**src/rtl/seg_scan_driver.sv**
```systemverilog
// Multiplexed seven-segment scan driver: synchronized scan strobe steps an active-low anode,
// shadowed hex value is decoded to active-low segments. Optional macro: LEADING_ZERO_BLANK_EN.
module seg_scan_driver #(
  parameter  int DIGITS = 4,
  localparam int IDX_W  = (DIGITS > 1) ? $clog2(DIGITS) : 1
) (
  input  logic                  clk,
  input  logic                  rst,
  input  logic                  scan_clk,
  input  logic                  load,
  input  logic [4*DIGITS-1:0]   value,
  input  logic [DIGITS-1:0]     dp_in,
  output logic [DIGITS-1:0]     an,
  output logic [6:0]            seg,
  output logic                  dp
);

  function automatic logic [6:0] hex7(input logic [3:0] nib);
    logic [6:0] s;
    case (nib)
      4'h0:    s = 7'h3F;
      4'h1:    s = 7'h06;
      4'h2:    s = 7'h5B;
      4'h3:    s = 7'h4F;
      4'h4:    s = 7'h66;
      4'h5:    s = 7'h6D;
      4'h6:    s = 7'h7D;
      4'h7:    s = 7'h07;
      4'h8:    s = 7'h7F;
      4'h9:    s = 7'h6F;
      4'hA:    s = 7'h77;
      4'hB:    s = 7'h7C;
      4'hC:    s = 7'h39;
      4'hD:    s = 7'h5E;
      4'hE:    s = 7'h79;
      4'hF:    s = 7'h71;
      default: s = 7'h00;
    endcase
    return s;
  endfunction

  logic                 s1_r, s2_r, s3_r;
  logic                 scan_edge_s;
  logic [IDX_W-1:0]     idx_r, idx_next_s;
  logic [4*DIGITS-1:0]  shadow_val_r;
  logic [DIGITS-1:0]    shadow_dp_r;
  logic [3:0]           nibble_s;
  logic                 blank_s;
  logic [DIGITS-1:0]    an_next_s;
  logic [6:0]           seg_next_s;
  logic                 dp_next_s;

  // scan_clk is a level from another domain: two-flop synchronizer plus history for edge detect
  always_ff @(posedge clk or posedge rst) begin
    if (rst) begin
      s1_r <= 1'b0;
      s2_r <= 1'b0;
      s3_r <= 1'b0;
    end else begin
      s1_r <= scan_clk;
      s2_r <= s1_r;
      s3_r <= s2_r;
    end
  end

  assign scan_edge_s = s2_r & ~s3_r;

  // next digit index: advance on rising scan edge, wrap at the last digit
  always_comb begin
    idx_next_s = idx_r;
    if (scan_edge_s) begin
      if (idx_r == IDX_W'(DIGITS-1)) begin
        idx_next_s = {IDX_W{1'b0}};
      end else begin
        idx_next_s = idx_r + IDX_W'(1);
      end
    end else begin
      idx_next_s = idx_r;
    end
  end

  // digit index and shadow registers; load and scan edge are independent and may coincide
  always_ff @(posedge clk or posedge rst) begin
    if (rst) begin
      idx_r        <= {IDX_W{1'b0}};
      shadow_val_r <= {(4*DIGITS){1'b0}};
      shadow_dp_r  <= {DIGITS{1'b0}};
    end else begin
      idx_r <= idx_next_s;
      if (load) begin
        shadow_val_r <= value;
        shadow_dp_r  <= dp_in;
      end else begin
        shadow_val_r <= shadow_val_r;
        shadow_dp_r  <= shadow_dp_r;
      end
    end
  end

  assign nibble_s = shadow_val_r[{idx_r, 2'b00} +: 4];

`ifdef LEADING_ZERO_BLANK_EN
  // zero_from_s[i] is set when nibbles i..DIGITS-1 are all zero
  logic [DIGITS-1:0] zero_from_s;

  // suffix-AND of per-nibble zero flags, built from the top digit downwards
  always_comb begin
    zero_from_s = {DIGITS{1'b0}};
    zero_from_s[DIGITS-1] = (shadow_val_r[4*(DIGITS-1) +: 4] == 4'h0);
    for (int i = DIGITS-2; i >= 0; i--) begin
      zero_from_s[i] = zero_from_s[i+1] & (shadow_val_r[4*i +: 4] == 4'h0);
    end
  end

  assign blank_s = (idx_r != {IDX_W{1'b0}}) & zero_from_s[idx_r];
`else
  assign blank_s = 1'b0;
`endif

  // output decode from current index and shadow
  always_comb begin
    an_next_s = ~({{(DIGITS-1){1'b0}}, 1'b1} << idx_r);
    dp_next_s = ~shadow_dp_r[idx_r];
    if (blank_s) begin
      seg_next_s = 7'h7F;
    end else begin
      seg_next_s = ~hex7(nibble_s);
    end
  end

  // registered outputs, blank while in reset
  always_ff @(posedge clk or posedge rst) begin
    if (rst) begin
      an  <= {DIGITS{1'b1}};
      seg <= 7'h7F;
      dp  <= 1'b1;
    end else begin
      an  <= an_next_s;
      seg <= seg_next_s;
      dp  <= dp_next_s;
    end
  end

endmodule

```
**config.mk**
```make
export PLATFORM = sky130hd
export DESIGN_NAME = seg_scan_driver
export DESIGN_NICKNAME = d
export VERILOG_FILES = /design/src/rtl/seg_scan_driver.sv
export SDC_FILE = /design/constraint.sdc
export NUM_CORES = 1
export LEC_CHECK = 0
export ABC_AREA = 0
export BUFFER_PORTS_ARGS = -buffer_cell sky130_fd_sc_hd__buf_2
export CORE_MARGIN = 2
export CORE_UTILIZATION = 40
export DETAILED_ROUTE_END_ITERATION = 7
export PLACE_DENSITY = 0.7
export SETUP_SLACK_MARGIN = 0.05
export SYNTH_ARGS = -nofsm -noshare
export SYNTH_HDL_FRONTEND = slang
export SYNTH_SLANG_ARGS = --single-unit
export TNS_END_PERCENT = 1
```
**constraint.sdc**
```tcl
create_clock -name clk -period 4.1 [get_ports clk]
set_input_delay 0.205 -clock clk [delete_from_list [all_inputs] [get_ports clk]]
set_output_delay 0.205 -clock clk [all_outputs]
set_load 0.1 [all_outputs]
```
Word-level counts from Yosys, hierarchy flattened --
Memory sizes are Yosys's and may differ from the RTL's. Cells that the tools add are included.
Storage, ports and cells: logic and storage cells 23, bits in registers 37, memories kept 1, output and inout port bits 12, input bits 24, ROM bits 112
Operators by class: equal/unequal tests 1, bitwise operators 5, $add $sub $neg 1, multiplexer cells 3, order comparisons 1, shift-type cells 2
Memory list:
- (no name shown) | depth 16, bits a word 7, read ports 1, clocked after Yosys merged registers in 0, write ports 0, RTL line 20 | case (nib)
Operators with widths (count):
- $shiftx 16x5->4 | 1
- $not 7->7 | 1
- $not 4->4 | 1
- $shl 1x2->4 const A | 1
- $lt 2x3->1 const B | 1
- $add 2x1->2 const B | 1
- $bmux 1 s2 | 1
- $eq 2x2->1 const B | 1
- $mux 2 | 1
- $not 1->1 | 2
- $and 1x1->1 | 1
- $mux 1 | 1

Longest topological paths before layout --
depth after elaboration 3, mapped depth 7, gate-level depth less buffers 6

Least setup slack after synthesis --
No wires, ideal clock.
path type flip-flop to flip-flop, start point register idx_r[0], end point register seg[3], data arrival time 1.920 ns, clock period less this slack 2.015 ns, stages on the path, launching flop included 7, setup slack 2.085 ns, required time 4.005 ns, cell sequence dfrtp_1 -> buf_6 -> mux4_1 -> inv_1 -> ha_1 -> inv_1 -> mux4_1
Between the ends: longest elaborated chain between the ends 3
RTL lines:
- start, declared | RTL line 44 | logic [IDX_W-1:0] idx_r, idx_next_s;
- start signal, assigned | RTL line 85 | idx_r <= {IDX_W{1'b0}};
- start signal, assigned | RTL line 89 | idx_r <= idx_next_s;
- $shiftx 16x5->4 | RTL line 100 | assign nibble_s = shadow_val_r[{idx_r, 2'b00} +: 4];
- $mem_v2 16x7
- $not 7->7 | RTL line 127 | seg_next_s = ~hex7(nibble_s);
- net seg_next_s[3] | RTL line 50 | logic [6:0] seg_next_s;
- end signal, assigned | RTL line 139 | seg <= seg_next_s;
- end, declared | RTL line 14 | output logic [6:0] seg,
The timed path passes the listed nets, and every way through them passes these cells. A chain may end at the register's enable or synchronous reset.

Worst setup path after layout --
Same ends and word-level chain as after synthesis.

==> results_dict.tcl <==
set metrics [dict create \
    min_period_ns 2.28 \
    max_freq_mhz 439 \
    wl_per_cell_um 13.5 \
    drive_above_1_share_pct 53.3 \
    finalSetupTns_ns 0 \
    critPathKind "reg -> reg" \
    hold_viol 0 \
    hold_class "in -> async" \
    cts_buffers 5 \
    setup_viol 0 \
    globalRouteMet3Util_pct 3.90 \
    vias 974 \
    synth_edf_count 0 \
    syn_area_um2 1670 \
    die_height_um 68.7 \
    ant_nets 0 \
    antenna_found_initial 0 \
    clk_latency_ns 0.29 \
    clockBufferDepth 2 \
    globalplace.congestion 0.868 \
    worst_slack_ns 1.82 \
    startpoint_type "flop" \
    via_per_inst 4.82 \
    clock_sinks 37 \
    track_usage_pct 14.0 \
    num_io_pins 36 \
    rows 23 \
    route.detailed.drc 0 \
    initialDrtViolationCount 14 \
    htree_num_levels 2 \
    first_global_vias 1046 \
    worst_clock_skew_ns 0.00622 \
    run_status "finished clean" \
    worst_path_largest_cell_delay_ns 0.72 \
    top_usage_layer "met2" \
    clock-root-buffer "clkbuf_8" \
    crit_path_end_kind "flop" \
    cp_slowest_cell "mux4_1" \
    async_reset_ff_share_pct 100 \
    syn_to_final_growth_pct 18.9 \
    final_max_slew_viol_count 0 \
    post_cts_buffers 0 \
    ctsHoldBuffers 0 \
    dr.pass1.iters 4 \
    ctsResizeCount 0 \
    clkTransAtPathRegs_ns 0.07 \
    hpwl_mm 2.02 \
    die_w_um 68.7 \
    path_cells "mux4_1, inv_1, ha_1, inv_1, mux4_1" \
    syn-num-nets 146 \
    rsz0062_at_grt "false" \
    syn_avg_cell_area_um2 14.9 \
    yosysWarnings 0 \
    worstMarginPinSlew_ns 0.493 \
    cts_tree "built" \
    cap_violations 0 \
    die_area_um2 4720 \
    grt_max_degree 38 \
    fin_nets 185 \
    grt_pass1_wl_mm 4.73 \
    yosysSeqAreaShare_pct 56.2 \
    arrival_ns 2.48 \
    drt_wl_total_mm 2.72 \
    place_ws_ns 1.80 \
    synth_top_flop_cell "dfrtp_1" \
    antenna_cells 0 \
    slew_headroom_pct 67.4 \
    period_share_pct 55.6 \
    gr-total-overflow 0 \
    coreArea_um2 4000 \
    cp_max_fo 10 \
    ys_ff_latch 37 \
    synth_cells 112 \
    cp.required_ns 4.30 \
    floorplan.initialDensity_pct 41.8 \
    grtUsageMet1_pct 18.1 \
    port-buffer-count 35 \
    synth_cell_types 23 \
    met2_usage_pct 21.2 \
]
## layer usage
layer  wire (um)  up-vias
met5           0        -
met4          67        0
met3         198        7
met2        1300       38
met1        1160      469
li1            -      460
## synth_stat cells, types with 2 or more instances
master / instances / share of area, %
dfrtp_1: 25 / 37
mux2_2: 21 / 14
inv_1: 15 / 3.4
dfstp_2: 12 / 19
ha_1: 10 / 7.5
mux2i_1: 4 / 2.4
mux4_1: 3 / 4.7
mux4_2: 3 / 4.0
o22ai_1: 3 / 1.1
buf_6: 2 / 1.3
clkbuf_1: 2 / 0.45
## sequential cells by signal, indices dropped and copies added (netlist names)
name	count
an	4
dp	1
seg	7
s1_r	1
idx_r	2
shadow_val_r	16
s2_r	1
s3_r	1
shadow_dp_r	4
## cells in the final DEF (no fill, tap or decap)
cell and instances:
dfstp_2 12, dfrtp_1 25, o21ai_1 1, buf_2 35, buf_4 1, inv_1 15, a32o_1 1, o22ai_1 3
mux2_2 21, nand3_1 1, mux2i_1 4, mux4_1 3, mux4_2 3, nand2_1 1, nand3b_1 1, o21ai_0 1
nor2_1 1, clkbuf_8 7, nand2b_1 1, or2_4 1, clkinv_2 1, nor2b_1 1, xor2_1 1, ha_1 10
o221ai_1 1
## metrics by stage
step | area (um2) | cells | utilization (%) | hold slack [ns]
after floorplan | 1670 | 112 | - | 0.236
after global placement | 1890 | 194 | 47.2 | 0.313
after detailed placement | 1890 | 194 | 47.2 | 0.319
after CTS | 1990 | 202 | 49.7 | 0.0154
after global routing | 1990 | 202 | 49.7 | 0.0145
final | 1990 | 202 | 49.7 | 0.0184
## worst max-delay path, delay by kind of cell (launching register included)
family / cells / cell delay [ns]
buf+inv: 2 / 0.23
flops: 1 / 0.60
fa+ha+maj: 1 / 0.16
mux: 2 / 1.21
## cell families (layout without fill, tap and decap cells)
| kind of cell | after synthesis | in the layout | share of synthesized area (%) |
|---|---|---|---|
| DFF | 37 | 37 | 56.2 |
| muxes | 31 | 31 | 25.3 |
| buffers and inverters | 19 | 59 | 5.16 |
| xor gates and xnor gates | 1 | 1 | 0.524 |
| AOI/OAI and AO/OA | 7 | 7 | 2.84 |
| and+or+nand+nor | 7 | 7 | 2.47 |
| adders and majority gates | 10 | 10 | 7.48 |
## layout make-up
class                   count  area, um2
multi-input cells          56        646
fillers                   354       2010
well taps                  50       62.6
flip-flops and latches     37        941
clock inverters             1       5.00
repair buffers             36        183
clock buffers               7       96.3
inverters                  15       56.3
## path summary, 6_finish.rpt
check | start | end | slack, ns | cells past startpoint
max | idx_r[0]$_DFFE_PP0P_ | seg[3]$_DFF_PP1_ | 1.82 | 5
min | rst | shadow_val_r[11]$_DFFE_PP0P_ | 0.02 | 3
max reg2reg | idx_r[0]$_DFFE_PP0P_ | seg[3]$_DFF_PP1_ | 1.82 | 5
min reg2reg | s1_r$_DFF_PP0_ | s2_r$_DFF_PP0_ | 0.35 | 0
max in group asynchronous | rst | an[3]$_DFF_PP1_ | 3.74 | 3
min in group clk | scan_clk | s1_r$_DFF_PP0_ | 0.02 | 1
Power is not shown: default switching activity piles up to over one toggle a cycle in this logic, so the estimate is an artifact.
